**src/rtl/blob_pkg.sv**
```systemverilog
// Shared types and defaults for the Blob frame sequencer.
package blob_pkg;

    // Frame sequencer states
    typedef enum logic [2:0] {
        IDLE     = 3'd0,
        CLEAR    = 3'd1,
        WAIT_SOF = 3'd2,
        STREAM   = 3'd3,
        DRAIN    = 3'd4,
        DONE     = 3'd5
    } state_t;

    localparam int H_ACT_DEF       = 640;
    localparam int V_ACT_DEF       = 480;
    localparam int CLR_CYC_DEF     = 2;
    localparam int TIMEOUT_CYC_DEF = 200000;
    localparam int CNT_W_DEF       = 8;

    // Bits needed to count 0..n-1, never less than one bit.
    function automatic int bits_for(input int n);
        return (n > 1) ? $clog2(n) : 1;
    endfunction

endpackage

```
**src/rtl/blob_frame_cnt.sv**
```systemverilog
// Pixel counter for one frame: synchronous clear, count enable and a flag
// that is high while the next counted pixel completes the frame.
module blob_frame_cnt #(
    parameter int TOTAL = 640 * 480,
    parameter int W     = $clog2(640 * 480 + 1)
) (
    input  logic i_clk,
    input  logic i_rst,
    input  logic i_clr,
    input  logic i_en,
    output logic o_last
);

    logic [W-1:0] r_cnt;

    // Count forwarded pixels; saturate at TOTAL so the counter never wraps.
    always_ff @(posedge i_clk) begin
        if (i_rst || i_clr) begin
            r_cnt <= '0;
        end else if (i_en && (r_cnt != W'(TOTAL))) begin
            r_cnt <= r_cnt + W'(1);
        end
    end

    assign o_last = (r_cnt == W'(TOTAL - 1));

endmodule

```
**src/rtl/blob_frame_ctrl.sv**
```systemverilog
// Per-frame sequencer for the Blob connected-component counter: clears Blob,
// aligns to start-of-frame, forwards one full frame of binary pixels, then
// waits (bounded) for Blob's result and reports it.
module blob_frame_ctrl
    import blob_pkg::*;
#(
    parameter int H_ACT       = H_ACT_DEF,
    parameter int V_ACT       = V_ACT_DEF,
    parameter int CLR_CYC     = CLR_CYC_DEF,
    parameter int TIMEOUT_CYC = TIMEOUT_CYC_DEF,
    parameter int CNT_W       = CNT_W_DEF
) (
    input  logic             i_clk,
    input  logic             i_rst,
    input  logic             i_start,
    input  logic             i_continuous,
    input  logic             i_abort,
    input  logic             i_pix_valid,
    input  logic             i_pix_bin,
    input  logic             i_sof,
    output logic             o_blob_rst,
    output logic             o_blob_valid,
    output logic             o_blob_seq,
    input  logic             i_blob_valid,
    input  logic [CNT_W-1:0] i_blob_count,
    output logic [CNT_W-1:0] o_count,
    output logic             o_count_valid,
    output logic             o_busy,
    output logic             o_err_short,
    output logic             o_timeout
);

    localparam int TOTAL = H_ACT * V_ACT;
    localparam int PIX_W = $clog2(TOTAL + 1);
    localparam int TO_W  = bits_for(TIMEOUT_CYC);
    localparam int CLR_W = bits_for(CLR_CYC);

    state_t           r_state;
    logic [CLR_W-1:0] r_clr_cnt;
    logic [TO_W-1:0]  r_to_cnt;
    logic             r_blob_rst;
    logic             r_blob_valid;
    logic             r_blob_seq;
    logic [CNT_W-1:0] r_count;
    logic             r_count_valid;
    logic             r_busy;
    logic             r_err_short;
    logic             r_timeout;

    logic             w_fwd;
    logic             w_cnt_clr;
    logic             w_last;

    // A pixel is forwarded on the SOF pixel in WAIT_SOF, or on any non-SOF
    // pixel in STREAM; abort suppresses forwarding.
    assign w_fwd = !i_abort && i_pix_valid &&
                   (((r_state == WAIT_SOF) && i_sof) ||
                    ((r_state == STREAM) && !i_sof));

    // Counter is held at zero outside the frame, so it is clean on entry.
    assign w_cnt_clr = (r_state != WAIT_SOF) && (r_state != STREAM);

    blob_frame_cnt #(
        .TOTAL (TOTAL),
        .W     (PIX_W)
    ) u_pix_cnt (
        .i_clk  (i_clk),
        .i_rst  (i_rst),
        .i_clr  (w_cnt_clr),
        .i_en   (w_fwd),
        .o_last (w_last)
    );

    // Sequencer FSM with all outputs registered from the next-state decision.
    always_ff @(posedge i_clk) begin
        if (i_rst) begin
            r_state       <= IDLE;
            r_clr_cnt     <= '0;
            r_to_cnt      <= '0;
            r_blob_rst    <= 1'b1;
            r_blob_valid  <= 1'b0;
            r_blob_seq    <= 1'b0;
            r_count       <= '0;
            r_count_valid <= 1'b0;
            r_busy        <= 1'b0;
            r_err_short   <= 1'b0;
            r_timeout     <= 1'b0;
        end else begin
            r_blob_valid  <= w_fwd;
            r_blob_seq    <= w_fwd & i_pix_bin;
            r_count_valid <= 1'b0;
            r_err_short   <= 1'b0;
            r_timeout     <= 1'b0;
            if (i_abort) begin
                r_state    <= IDLE;
                r_blob_rst <= 1'b0;
                r_busy     <= 1'b0;
            end else begin
                case (r_state)
                    IDLE: begin
                        if (i_start) begin
                            r_state    <= CLEAR;
                            r_clr_cnt  <= '0;
                            r_blob_rst <= 1'b1;
                            r_busy     <= 1'b1;
                        end else begin
                            r_blob_rst <= 1'b0;
                            r_busy     <= 1'b0;
                        end
                    end
                    CLEAR: begin
                        if (r_clr_cnt == CLR_W'(CLR_CYC - 1)) begin
                            r_state    <= WAIT_SOF;
                            r_blob_rst <= 1'b0;
                        end else begin
                            r_clr_cnt <= r_clr_cnt + CLR_W'(1);
                        end
                    end
                    WAIT_SOF: begin
                        if (i_pix_valid && i_sof) begin
                            r_state  <= w_last ? DRAIN : STREAM;
                            r_to_cnt <= '0;
                        end
                    end
                    STREAM: begin
                        if (i_pix_valid) begin
                            if (i_sof) begin
                                // Early SOF: frame was short, restart cleanly.
                                r_err_short <= 1'b1;
                                r_state     <= CLEAR;
                                r_clr_cnt   <= '0;
                                r_blob_rst  <= 1'b1;
                            end else if (w_last) begin
                                r_state  <= DRAIN;
                                r_to_cnt <= '0;
                            end
                        end
                    end
                    DRAIN: begin
                        // A result arriving on the last allowed cycle still wins.
                        if (i_blob_valid) begin
                            r_count       <= i_blob_count;
                            r_count_valid <= 1'b1;
                            r_state       <= DONE;
                        end else if (r_to_cnt == TO_W'(TIMEOUT_CYC - 1)) begin
                            r_timeout <= 1'b1;
                            r_state   <= IDLE;
                            r_busy    <= 1'b0;
                        end else begin
                            r_to_cnt <= r_to_cnt + TO_W'(1);
                        end
                    end
                    DONE: begin
                        if (i_continuous) begin
                            r_state    <= CLEAR;
                            r_clr_cnt  <= '0;
                            r_blob_rst <= 1'b1;
                        end else begin
                            r_state <= IDLE;
                            r_busy  <= 1'b0;
                        end
                    end
                    default: begin
                        r_state    <= IDLE;
                        r_blob_rst <= 1'b0;
                        r_busy     <= 1'b0;
                    end
                endcase
            end
        end
    end

    assign o_blob_rst    = r_blob_rst;
    assign o_blob_valid  = r_blob_valid;
    assign o_blob_seq    = r_blob_seq;
    assign o_count       = r_count;
    assign o_count_valid = r_count_valid;
    assign o_busy        = r_busy;
    assign o_err_short   = r_err_short;
    assign o_timeout     = r_timeout;

endmodule

```
**config.mk**
```make
export PLATFORM = sky130hd
export DESIGN_NAME = blob_frame_ctrl
export DESIGN_NICKNAME = d
export VERILOG_FILES = /design/src/rtl/blob_pkg.sv /design/src/rtl/blob_frame_cnt.sv /design/src/rtl/blob_frame_ctrl.sv
export SDC_FILE = /design/constraint.sdc
export NUM_CORES = 1
export LEC_CHECK = 0
export BUFFER_PORTS_ARGS = -buffer_cell sky130_fd_sc_hd__buf_2
export CELL_PAD_IN_SITES_DETAIL_PLACEMENT = 1
export CELL_PAD_IN_SITES_GLOBAL_PLACEMENT = 2
export CORE_UTILIZATION = 37
export CTS_CLUSTER_DIAMETER = 120
export DETAILED_ROUTE_END_ITERATION = 7
export GPL_TIMING_DRIVEN = 1
export PLACE_DENSITY_LB_ADDON = 0.1
export SKIP_LAST_GASP = 1
export SYNTH_ARGS = -nofsm -noshare
export SYNTH_HDL_FRONTEND = slang
export SYNTH_SLANG_ARGS = --single-unit
```
**constraint.sdc**
```tcl
create_clock -name i_clk -period 4.6 [get_ports i_clk]
set_input_delay 0.46 -clock i_clk [delete_from_list [all_inputs] [get_ports i_clk]]
set_output_delay 0.46 -clock i_clk [all_outputs]
set_load 0.005 [all_outputs]
```
==> results.json <==
{
  "worst_path_dominant_cell_family": "simple AND/OR/NAND/NOR gates",
  "drc": 0,
  "max-slew-margin-rel": 0.350,
  "antenna_cells": 0,
  "cts_root_buf": "clkbuf_8",
  "routed_wire_length_per_instance_um": 16.1,
  "yosysSeqAreaShare": 0.391,
  "clk_path_buf_depth": 2,
  "stdcell_area_mm2": 0.00318,
  "grtUsageTotal": 0.192,
  "dieArea_mm2": 0.00811,
  "grt_max_degree": 22,
  "start_util": 0.389,
  "fin_setup_tns_ns": 0,
  "hold_violations": 0,
  "period_needed_ns": 2.58,
  "finalSetupViolCount": 0,
  "synth_area_mm2": 0.00287,
  "async_reset_ff_frac": 0,
  "synth-seq-cells": 56,
  "routed_wl_um": 7540,
  "rsz0062_at_grt": "false",
  "p_leak_nw": 1.17,
  "synthesis.nets": 367,
  "synth_edf_count": 0,
  "dr.pass1.iters": 4,
  "synth_cell_types": 53,
  "skew_ns": 0.00598,
  "grt_pass1_vias": 2622,
  "cts_num_sinks": 56,
  "area_delta_synth_final_pct": 11.0,
  "crit_fanout": 18,
  "required_ns": 4.80,
  "power_density_mw_per_mm2": 271,
  "cap_violations": 0,
  "antenna_found_initial": 0,
  "grt_pass1_wl_um": 12800,
  "post-route-util": 0.432,
  "netlist_instances": 347,
  "io_buffers": 31,
  "gp_congestion": 0.809,
  "cp-start-kind": "register",
  "fp-row-count": 31,
  "synth_most_common_cell": "dfxtp_1",
  "clock_latency_ns": 0.31,
  "ys_warn_count": 0,
  "synthTopCellsByCount": "56 x dfxtp_1, 49 x nor2_1, 25 x nand2_1, 21 x a21oi_1, 20 x nand3_1",
  "fmax_mhz": 388,
  "worstPathArrival_ns": 2.78,
  "core_area_mm2": 0.00737,
  "syn_area_per_cell_um2": 8.26,
  "cts_resized": 0,
  "ff2ff_setup_slack_ns": 2.02,
  "synth_top_area_cell": "dfxtp_1",
  "h-tree-depth": 2,
  "pin_count": 32,
  "vias": 2615,
  "drt-vias-per-instance": 5.58,
  "worst-path-buf-inv": 0,
  "antenna_left": 0,
  "clkTransAtPathRegs_ns": 0.10,
  "cts_tree": "done",
  "synthFlopType": "dfxtp_1",
  "drtIter0Drc": 67,
  "die_w_um": 90.0,
  "worstSetupPathType": "reg2reg",
  "hpwlAfterDp_um": 5500,
  "slowest_delay_ns": 0.71,
  "numCtsBuffers": 5,
  "overflow": 0,
  "outcome": "completed",
  "path_cells": "nor4b_2 -> a21oi_1 -> a211oi_1 -> nand3_1 -> o211ai_1 -> o21ai_0",
  "slew_viol_final": 0,
  "cp-end-kind": "register",
  "critical-path-slowest-cell": "dfxtp_1",
  "holdCritPathClass": "in2reg",
  "hold_buffers": 0,
  "tightest_slew_ns": 0.967,
  "netlist.area_leader.share": 0.391,
  "die_h_um": 90.0,
  "post_cts_buffers": 0,
  "synth.area.top_cells": "dfxtp_1 39%, nor2_1 6.4%, mux2i_1 3.8%",
  "final_nets": 389,
  "dpl-instance-area_mm2": 0.00307,
  "fin_crit_sh": 0.560,
  "ir_drop_uv": 117,
  "layout-drive-gt1-share": 0.143
}
-- sequential cells by signal, summed over array words and instances (netlist names), 3 cells and up --
register / cells
u_pix_cnt.r_cnt: 19
r_to_cnt: 18
o_count: 8
r_state: 3
-- cells in the final DEF (no fill, tap or decap), drive strengths merged, types with 5 or more instances in the layout --
master	instances
nor2	49
mux2i	11
inv	9
xor2	11
o21ai	16
o32ai	5
a21oi	21
nor4	7
nand2	26
buf	31
a211oi	6
dfxtp	56
xnor2	7
clkbuf	5
o31ai	5
nand2b	6
nand4	10
nor3	7
a31oi	5
nand3	20
and3	11
-- layer usage --
layer	share of wire	routed length, µm	track usage	vias to the layer above
li1	-	-	-	1299
met3	0.025	189	0.0279	8
met4	0.012	91	0.0538	0
met2	0.46	3490	0.323	37
met5	0	0	0	-
met1	0.50	3770	0.256	1271
-- final timing paths --
path / from / to / depth (start not counted)
setup / recovery: r_state[2] / r_to_cnt[14] / 6
hold / removal: i_pix_bin / o_blob_seq / 2
setup reg to reg: r_state[2] / r_to_cnt[14] / 6
hold reg to reg: o_busy / o_busy / 2
-- per-stage QoR --
step                      power [mW]  setup slack [ns]  hold WS (ns)  std cells
after floorplan                0.530              2.72         0.449        347
after global placement         0.547              2.13         0.472        461
after detailed placement       0.547              2.09         0.487        461
after global routing           0.900              1.72         0.341        469
final                          0.865              2.02         0.349        469
after CTS                      0.880              2.05         0.343        469
-- report_power, final --
part	internal (mW)	switching, mW	leakage (nW)
clock	0.161	0.168	0.0541
sequential	0.488	0.00606	0.452
combinational	0.0171	0.0247	0.669
total	0.666	0.198	1.17
-- final cells by class --
class                           count  area [µm²]
Inverter                            9        33.8
Timing Repair Buffer               31         155
Clock inverter                      3        42.5
Multi-Input combinational cell    266        1640
Clock buffer                        5        68.8
Sequential cell                    56        1120
Fill cell                         911        4190
Tap cell                           99         124
-- cells by family after synthesis --
logic type | synth area share
AO/OA/AOI/OAI | 0.162
XOR/XNOR | 0.0550
adder cells (fa/ha/maj) | 0.0131
buffers and inverters | 0.0375
flip-flops | 0.391
multiplexers | 0.0462
AND/OR/NAND/NOR | 0.295
(Power assumes the default switching activity.)
